### src/rtl/unison_readout_pkg.sv
`default_nettype none
// ============================================================================
//  Module      : unison_readout_pkg
//  Description : Shared types and constants for the unison readout capture
//                block: FSM state encoding, lane identifiers, word width.
//  Revision    : 1.0 - initial release
// ============================================================================
package unison_readout_pkg;

    // Capture sequencer states
    typedef enum logic [1:0] {
        IDLE  = 2'd0,
        WAIT  = 2'd1,
        SHIFT = 2'd2,
        PUSH  = 2'd3
    } state_t;

    // Lane identifiers carried in the upper bits of every FIFO word
    localparam logic [1:0] LANE_I0 = 2'd0;
    localparam logic [1:0] LANE_I1 = 2'd1;
    localparam logic [1:0] LANE_Q0 = 2'd2;
    localparam logic [1:0] LANE_Q1 = 2'd3;

    localparam int NUM_LANES = 4;

    // Stored word is the frame plus a 2-bit lane tag
    function automatic int word_width(input int frame_bits);
        return frame_bits + 2;
    endfunction

endpackage
`default_nettype wire

### src/rtl/unison_readout_fifo.sv
`default_nettype none
// ============================================================================
//  Module      : unison_readout_fifo
//  Description : Show-ahead synchronous FIFO. The head entry is presented
//                combinationally from the storage registers; a push into a
//                full FIFO is dropped unless a pop frees the slot in the
//                same cycle.
//  Revision    : 1.0 - initial release
// ============================================================================
module unison_readout_fifo #(
    parameter int DEPTH = 8,
    parameter int WIDTH = 18
) (
    input  logic             clk_master,
    input  logic             rstb,
    input  logic             push,
    input  logic [WIDTH-1:0] push_data,
    input  logic             pop,
    output logic [WIDTH-1:0] rd_data,
    output logic             full,
    output logic             empty
);

    localparam int AW = $clog2(DEPTH);
    localparam logic [AW:0] PTR_ONE = {{AW{1'b0}}, 1'b1};

    logic [AW:0]      wr_ptr;
    logic [AW:0]      rd_ptr;
    logic [WIDTH-1:0] mem [DEPTH];
    logic             pop_ok;
    logic             push_ok;

    // Extra pointer MSB distinguishes full from empty when the indices match
    assign empty   = (wr_ptr == rd_ptr);
    assign full    = (wr_ptr[AW] != rd_ptr[AW]) && (wr_ptr[AW-1:0] == rd_ptr[AW-1:0]);
    assign pop_ok  = pop & ~empty;
    assign push_ok = push & (~full | pop_ok);
    assign rd_data = mem[rd_ptr[AW-1:0]];

    // Pointer update; both may advance in the same cycle
    always_ff @(posedge clk_master or negedge rstb) begin
        if (!rstb) begin
            wr_ptr <= '0;
            rd_ptr <= '0;
        end else begin
            if (push_ok) wr_ptr <= wr_ptr + PTR_ONE;
            if (pop_ok)  rd_ptr <= rd_ptr + PTR_ONE;
        end
    end

    // Storage; cleared on reset so the head reads zero while empty
    always_ff @(posedge clk_master or negedge rstb) begin
        if (!rstb) begin
            for (int i = 0; i < DEPTH; i++) mem[i] <= '0;
        end else if (push_ok) begin
            mem[wr_ptr[AW-1:0]] <= push_data;
        end
    end

endmodule
`default_nettype wire

### src/rtl/unison_readout_capture.sv
`default_nettype none
// ============================================================================
//  Module      : unison_readout_capture
//  Description : Deserialises one readout frame per lane from the shared
//                read_out_I/read_out_Q lines after ud_en falls, tags each
//                word with its lane and queues it in a show-ahead FIFO that
//                the RISC drains over a valid/ready handshake.
//  Revision    : 1.0 - initial release
// ============================================================================
module unison_readout_capture
    import unison_readout_pkg::*;
#(
    parameter int FRAME_BITS  = 16,
    parameter int START_DELAY = 2,
    parameter int FIFO_DEPTH  = 8
) (
    input  logic                  clk_master,
    input  logic                  rstb,
    input  logic                  ud_en,
    input  logic [1:0]            read_out_I,
    input  logic [1:0]            read_out_Q,
    input  logic                  rd_ready,
    output logic                  rd_valid,
    output logic [FRAME_BITS+1:0] rd_data,
    output logic                  busy,
    output logic                  frame_done,
    output logic                  aborted,
    output logic                  overflow
);

    localparam int              WORD_W     = word_width(FRAME_BITS);
    localparam int              BIT_W      = $clog2(FRAME_BITS);
    localparam logic [BIT_W-1:0] LAST_BIT  = BIT_W'(FRAME_BITS - 1);
    localparam logic [BIT_W-1:0] BIT_ONE   = BIT_W'(1);
    localparam logic [3:0]      DELAY_LOAD = 4'(START_DELAY);

    state_t                 state_q;
    state_t                 state_d;
    logic                   ud_en_q;
    logic                   armed;
    logic                   fall;
    logic [3:0]             delay_cnt;
    logic [BIT_W-1:0]       bit_cnt;
    logic [1:0]             lane_cnt;
    logic [FRAME_BITS-1:0]  shreg [NUM_LANES];
    logic [NUM_LANES-1:0]   lines;

    logic                   push;
    logic [WORD_W-1:0]      push_word;
    logic                   busy_d;
    logic                   frame_done_d;
    logic                   aborted_d;
    logic                   fifo_full;
    logic                   fifo_empty;
    logic                   pop;
    logic                   drop;

    // Lane n sits at bit n: I lines are lanes 0/1, Q lines are lanes 2/3
    assign lines = {read_out_Q, read_out_I};

    // A fall only counts once ud_en has been seen high since reset, so a
    // line held low through reset release does not start a spurious frame.
    assign fall = ud_en_q & ~ud_en & armed;

    // FSM state register
    always_ff @(posedge clk_master or negedge rstb) begin
        if (!rstb) state_q <= IDLE;
        else       state_q <= state_d;
    end

    // FSM next-state logic
    always_comb begin
        state_d = state_q;
        case (state_q)
            IDLE: begin
                if (fall) state_d = (START_DELAY == 0) ? SHIFT : WAIT;
            end
            WAIT: begin
                // Counter is loaded with START_DELAY; leaving at 1 makes the
                // first SHIFT sample land START_DELAY+1 edges after the fall.
                if (ud_en)                  state_d = IDLE;
                else if (delay_cnt <= 4'd1) state_d = SHIFT;
            end
            SHIFT: begin
                if (ud_en)                    state_d = IDLE;
                else if (bit_cnt == LAST_BIT) state_d = PUSH;
            end
            PUSH: begin
                if (lane_cnt == LANE_Q1) state_d = IDLE;
            end
            default: state_d = IDLE;
        endcase
    end

    // FSM outputs: FIFO write strobe/data and next values of the status flags
    always_comb begin
        push         = (state_q == PUSH);
        push_word    = {lane_cnt, shreg[lane_cnt]};
        frame_done_d = (state_q == PUSH) && (lane_cnt == LANE_Q1);
        aborted_d    = ((state_q == WAIT) || (state_q == SHIFT)) && ud_en;
        busy_d       = (state_d != IDLE);
    end

    // Edge detector, delay/bit/lane counters
    always_ff @(posedge clk_master or negedge rstb) begin
        if (!rstb) begin
            ud_en_q   <= 1'b1;
            armed     <= 1'b0;
            delay_cnt <= '0;
            bit_cnt   <= '0;
            lane_cnt  <= LANE_I0;
        end else begin
            ud_en_q <= ud_en;
            if (ud_en) armed <= 1'b1;

            case (state_q)
                IDLE:    delay_cnt <= DELAY_LOAD;
                WAIT:    delay_cnt <= delay_cnt - 4'd1;
                default: delay_cnt <= delay_cnt;
            endcase

            bit_cnt  <= (state_q == SHIFT) ? bit_cnt + BIT_ONE : '0;
            lane_cnt <= (state_q == PUSH)  ? lane_cnt + 2'd1  : LANE_I0;
        end
    end

    // Per-lane deserialisers: MSB arrives first, new bit enters at the LSB
    always_ff @(posedge clk_master or negedge rstb) begin
        if (!rstb) begin
            for (int n = 0; n < NUM_LANES; n++) shreg[n] <= '0;
        end else if (state_q == SHIFT) begin
            for (int n = 0; n < NUM_LANES; n++)
                shreg[n] <= {shreg[n][FRAME_BITS-2:0], lines[n]};
        end
    end

    // A push is lost only when full and no pop frees a slot in the same cycle
    assign pop  = rd_valid & rd_ready;
    assign drop = push & fifo_full & ~pop;

    // Registered status outputs; overflow stays set until reset
    always_ff @(posedge clk_master or negedge rstb) begin
        if (!rstb) begin
            busy       <= 1'b0;
            frame_done <= 1'b0;
            aborted    <= 1'b0;
            overflow   <= 1'b0;
        end else begin
            busy       <= busy_d;
            frame_done <= frame_done_d;
            aborted    <= aborted_d;
            overflow   <= overflow | drop;
        end
    end

    unison_readout_fifo #(
        .DEPTH (FIFO_DEPTH),
        .WIDTH (WORD_W)
    ) u_fifo (
        .clk_master (clk_master),
        .rstb       (rstb),
        .push       (push),
        .push_data  (push_word),
        .pop        (rd_ready),
        .rd_data    (rd_data),
        .full       (fifo_full),
        .empty      (fifo_empty)
    );

    assign rd_valid = ~fifo_empty;

endmodule
`default_nettype wire

### config.mk
export PLATFORM = sky130hd
export DESIGN_NAME = unison_readout_capture
export DESIGN_NICKNAME = d
export VERILOG_FILES = /design/src/rtl/unison_readout_pkg.sv /design/src/rtl/unison_readout_fifo.sv /design/src/rtl/unison_readout_capture.sv
export SDC_FILE = /design/constraint.sdc
export NUM_CORES = 1
export LEC_CHECK = 0
export BUFFER_PORTS_ARGS = -buffer_cell sky130_fd_sc_hd__buf_2
export CORE_AREA = 2 2 145 147
export DETAILED_ROUTE_END_ITERATION = 10
export DIE_AREA = 0 0 147 149
export HOLD_SLACK_MARGIN = 0.08
export PLACE_DENSITY = 0.7
export SETUP_SLACK_MARGIN = 0.2
export SKIP_CTS_REPAIR_TIMING = 1
export SYNTH_ARGS = -nofsm -noshare
export SYNTH_HDL_FRONTEND = slang
export SYNTH_HIERARCHICAL = 1
export SYNTH_SLANG_ARGS = --single-unit
### constraint.sdc
create_clock -name clk_master -period 2.1 [get_ports clk_master]
set_input_delay 0.21 -clock clk_master [delete_from_list [all_inputs] [get_ports clk_master]]
set_output_delay 0.21 -clock clk_master [all_outputs]
set_load 0.01 [all_outputs]
==> impl_metrics.toml <==
[placed_design]
finalWeightedCongestion = 0.786
dp_slack_ns = 0.168
post_dp_cell_area_mm2 = 0.0116
dp_hpwl_um = 13500
port_buffers = 30

[power]
switching_power_uw = 3480
peakVddDrop_mv = 0.753
seq_power_share = 0.391
leakagePower_uw = 0.00676
cellPowerDensity_mw_per_mm2 = 971
clkPwrFrac = 0.381
p_comb_frac = 0.229
switching_share = 0.269
p_int_uw = 9460

[synth]
ys_top_cells_by_area = "dfrtp_1 (53%), mux2_2 (16%), mux4_2 (11%), mux2_4 (9.6%), buf_12 (1.3%)"
syn_area_mm2 = 0.0109
yosys.area.top_type = "dfrtp_1"
synth_async_sr_flop_share = 1.00
synth-seq-area-share = 0.535
ys_ff_latch = 234
postSynthAreaPerCell_um2 = 16.8
ys_types = 46
syn_nets = 668
yosysWarningCount = 6
synth-edff-count = 0
ys.flop_type = "dfrtp_1"
netlist_instances = 650
synth_top_area_share = 0.533

[drt]
first_pass_iters = 4
routedWlPerCell_um = 22.5
via_count = 5880
drc = 0
vias_per_cell = 5.74
totalWireLength_um = 23000
drt_iter0_drc = 334
postRouteAntennaNets = 0

[sta]
skew_ns = 0.0150
hold_viol_final = 0
rsz0062_at_grt = "yes"
layout_setup_ws_ns = -0.331
slew_viol_final = 0
worst_pin_slew_ns = 0.624
relSlewSlack = 0.584
whs_ns = 0.226
finalCriticalPeriod_ns = 2.43
finalSetupTns_ns = -9.45
fin_crit_sh = 1.16
fmax_ghz = 0.411
setup_viol_count_final = 94

[global_route]
grt_max_degree = 75
grtUsageTotal = 0.206
gr-total-overflow = 0
antenna_found_initial = 0
grt_pass1_vias = 6462
grt_pass1_wl_um = 35700

[clocking]
clock-sinks = 234
tritoncts = "done"
cts_buffers = 26
clkTransAtPathRegs_ns = 0.06
cts_buffer_depth = 3
cts_root_buf = "clkbuf_16"
clk_latency_ns = 0.53
htreeDepth = 1

[critical_path]
endpoint_kind = "output pin"
r2r-end = "u_fifo/mem[36]"
worst-endpoint-required_ns = 1.89
rr_worst_depth = 8
path_max_fanout = 7
regToRegSetupSlack_ns = -0.12
cp.arrival_ns = 2.22
start_kind = "flop"
critical_path_class = "reg2out"
r2r-start = "u_fifo/rd_ptr[0]"

[hold_path]
hold_path.class = "in2reg"
hold_end = "u_fifo/rd_ptr[3]"
whs_path_depth = 3
worstHoldStart = "rd_ready"

[finish]
finalInstanceArea_mm2 = 0.0133
final_common_cell = "dfrtp_1"
fin_nets = 748
drive_above_1_share = 0.569
syn2layout_area_growth_pct = 21.8
final_cell_mix = "dfrtp_1 (232), mux2_4 (147), mux2_2 (82), mux4_2 (52), clkbuf_16 (34)"
final.fill_count = 1428
antennaDiodeCount = 0

[floorplanning]
row_count = 53
ios = 31
die_area_mm2 = 0.0219
initial_core_util = 0.532
fp.dieW_um = 147
die_y_um = 149
coreArea_mm2 = 0.0206

[outcome]
violations = "negative setup slack"
outcome = "complete, but fails checks"

[run]
maxCapViolCount = 0
## power groups by stage
stage                     logic, uW  clock network (uW)  registers (uW)
after floorplan                1630                   0            5060
after global placement         2270                   0            5090
after detailed placement       2330                   0            5110
after CTS                      2340                5030            5040
after global routing           3170                5230            5100
final                          2960                4920            5050
## metrics by stage
step / instances / util / total power, uW
final: 1025 / 0.648 / 12900
after global routing: 1025 / 0.648 / 13500
after CTS: 1001 / 0.611 / 12400
after detailed placement: 953 / 0.564 / 7450
after global placement: 953 / 0.564 / 7360
after floorplan: 650 / - / 6690
## routing by layer
layer | vias up | GRT usage | part of all wire
met2 | 120 | 0.353 | 0.51
li1 | 2564 | - | -
met1 | 3163 | 0.284 | 0.43
met4 | 0 | 0.0428 | 0.015
met3 | 33 | 0.0333 | 0.042
met5 | - | 0 | 0
## cell families after synthesis
group / share of synthesized area
AOI/OAI and AO/OA: 0.0204
buffers and inverters: 0.0306
xor gates and xnor gates: 0.0103
and+or+nand+nor: 0.0242
adders and majority gates: 0.0114
muxes: 0.368
DFF: 0.535
## worst max path at each step
stage	slack [ns]	depth (start not counted)	to	from
finish	-0.33	5	rd_data[4]	u_fifo/rd_ptr[0]
global route	-0.37	5	rd_data[4]	u_fifo/rd_ptr[0]
CTS	-0.35	4	rd_data[7]	u_fifo/rd_ptr[0]
detailed placement	0.17	6	u_fifo/mem[7]	u_fifo/wr_ptr[1]
global placement	0.20	6	u_fifo/mem[4]	u_fifo/wr_ptr[1]
floorplan	0.20	4	rd_data[10]	u_fifo/rd_ptr[0]
## state kept, by name, summed over array words and instances (netlist names)
register       count
overflow           1
lane_cnt           2
u_fifo/wr_ptr      4
frame_done         1
armed              1
ud_en_q            1
shreg             64
delay_cnt          4
busy               1
state_q            2
u_fifo/mem       144
u_fifo/rd_ptr      4
aborted            1
bit_cnt            4
## synth_stat cells, types with 2 or more instances
cell type and instances:
and2_1 5, o21ai_1 2, nand2_1 8, buf_2 15
nand2b_1 3, mux2_4 70, mux4_2 52, buf_4 4
o21ai_4 7, buf_12 7, mux2_2 159, nor2_1 9
o21ai_0 5, clkbuf_1 4, nor3_1 4, xor2_1 2
and3b_1 2, xnor2_1 9, dfrtp_1 233, ha_1 10
nor2b_1 4, nand3_1 3, inv_1 7, buf_6 4
## final cells by class
type	instances	area (um2)	share of cell area
inverters	7	26.3	0.00197
flip-flops and latches	234	5860	0.440
clock inverters	8	146	0.0110
clock buffers	40	815	0.0611
well taps	275	344	0.0258
repair buffers	87	1050	0.0786
multi-input cells	374	5090	0.382
## critical path, cell delays in order (launching register included)
cell,delay [ns]
dfrtp_2,0.46
buf_4,0.16
clkbuf_16,0.16
mux4_2,0.51
mux2_2,0.27
buf_2,0.14
Note: power is estimated with default switching activity, not from simulation.
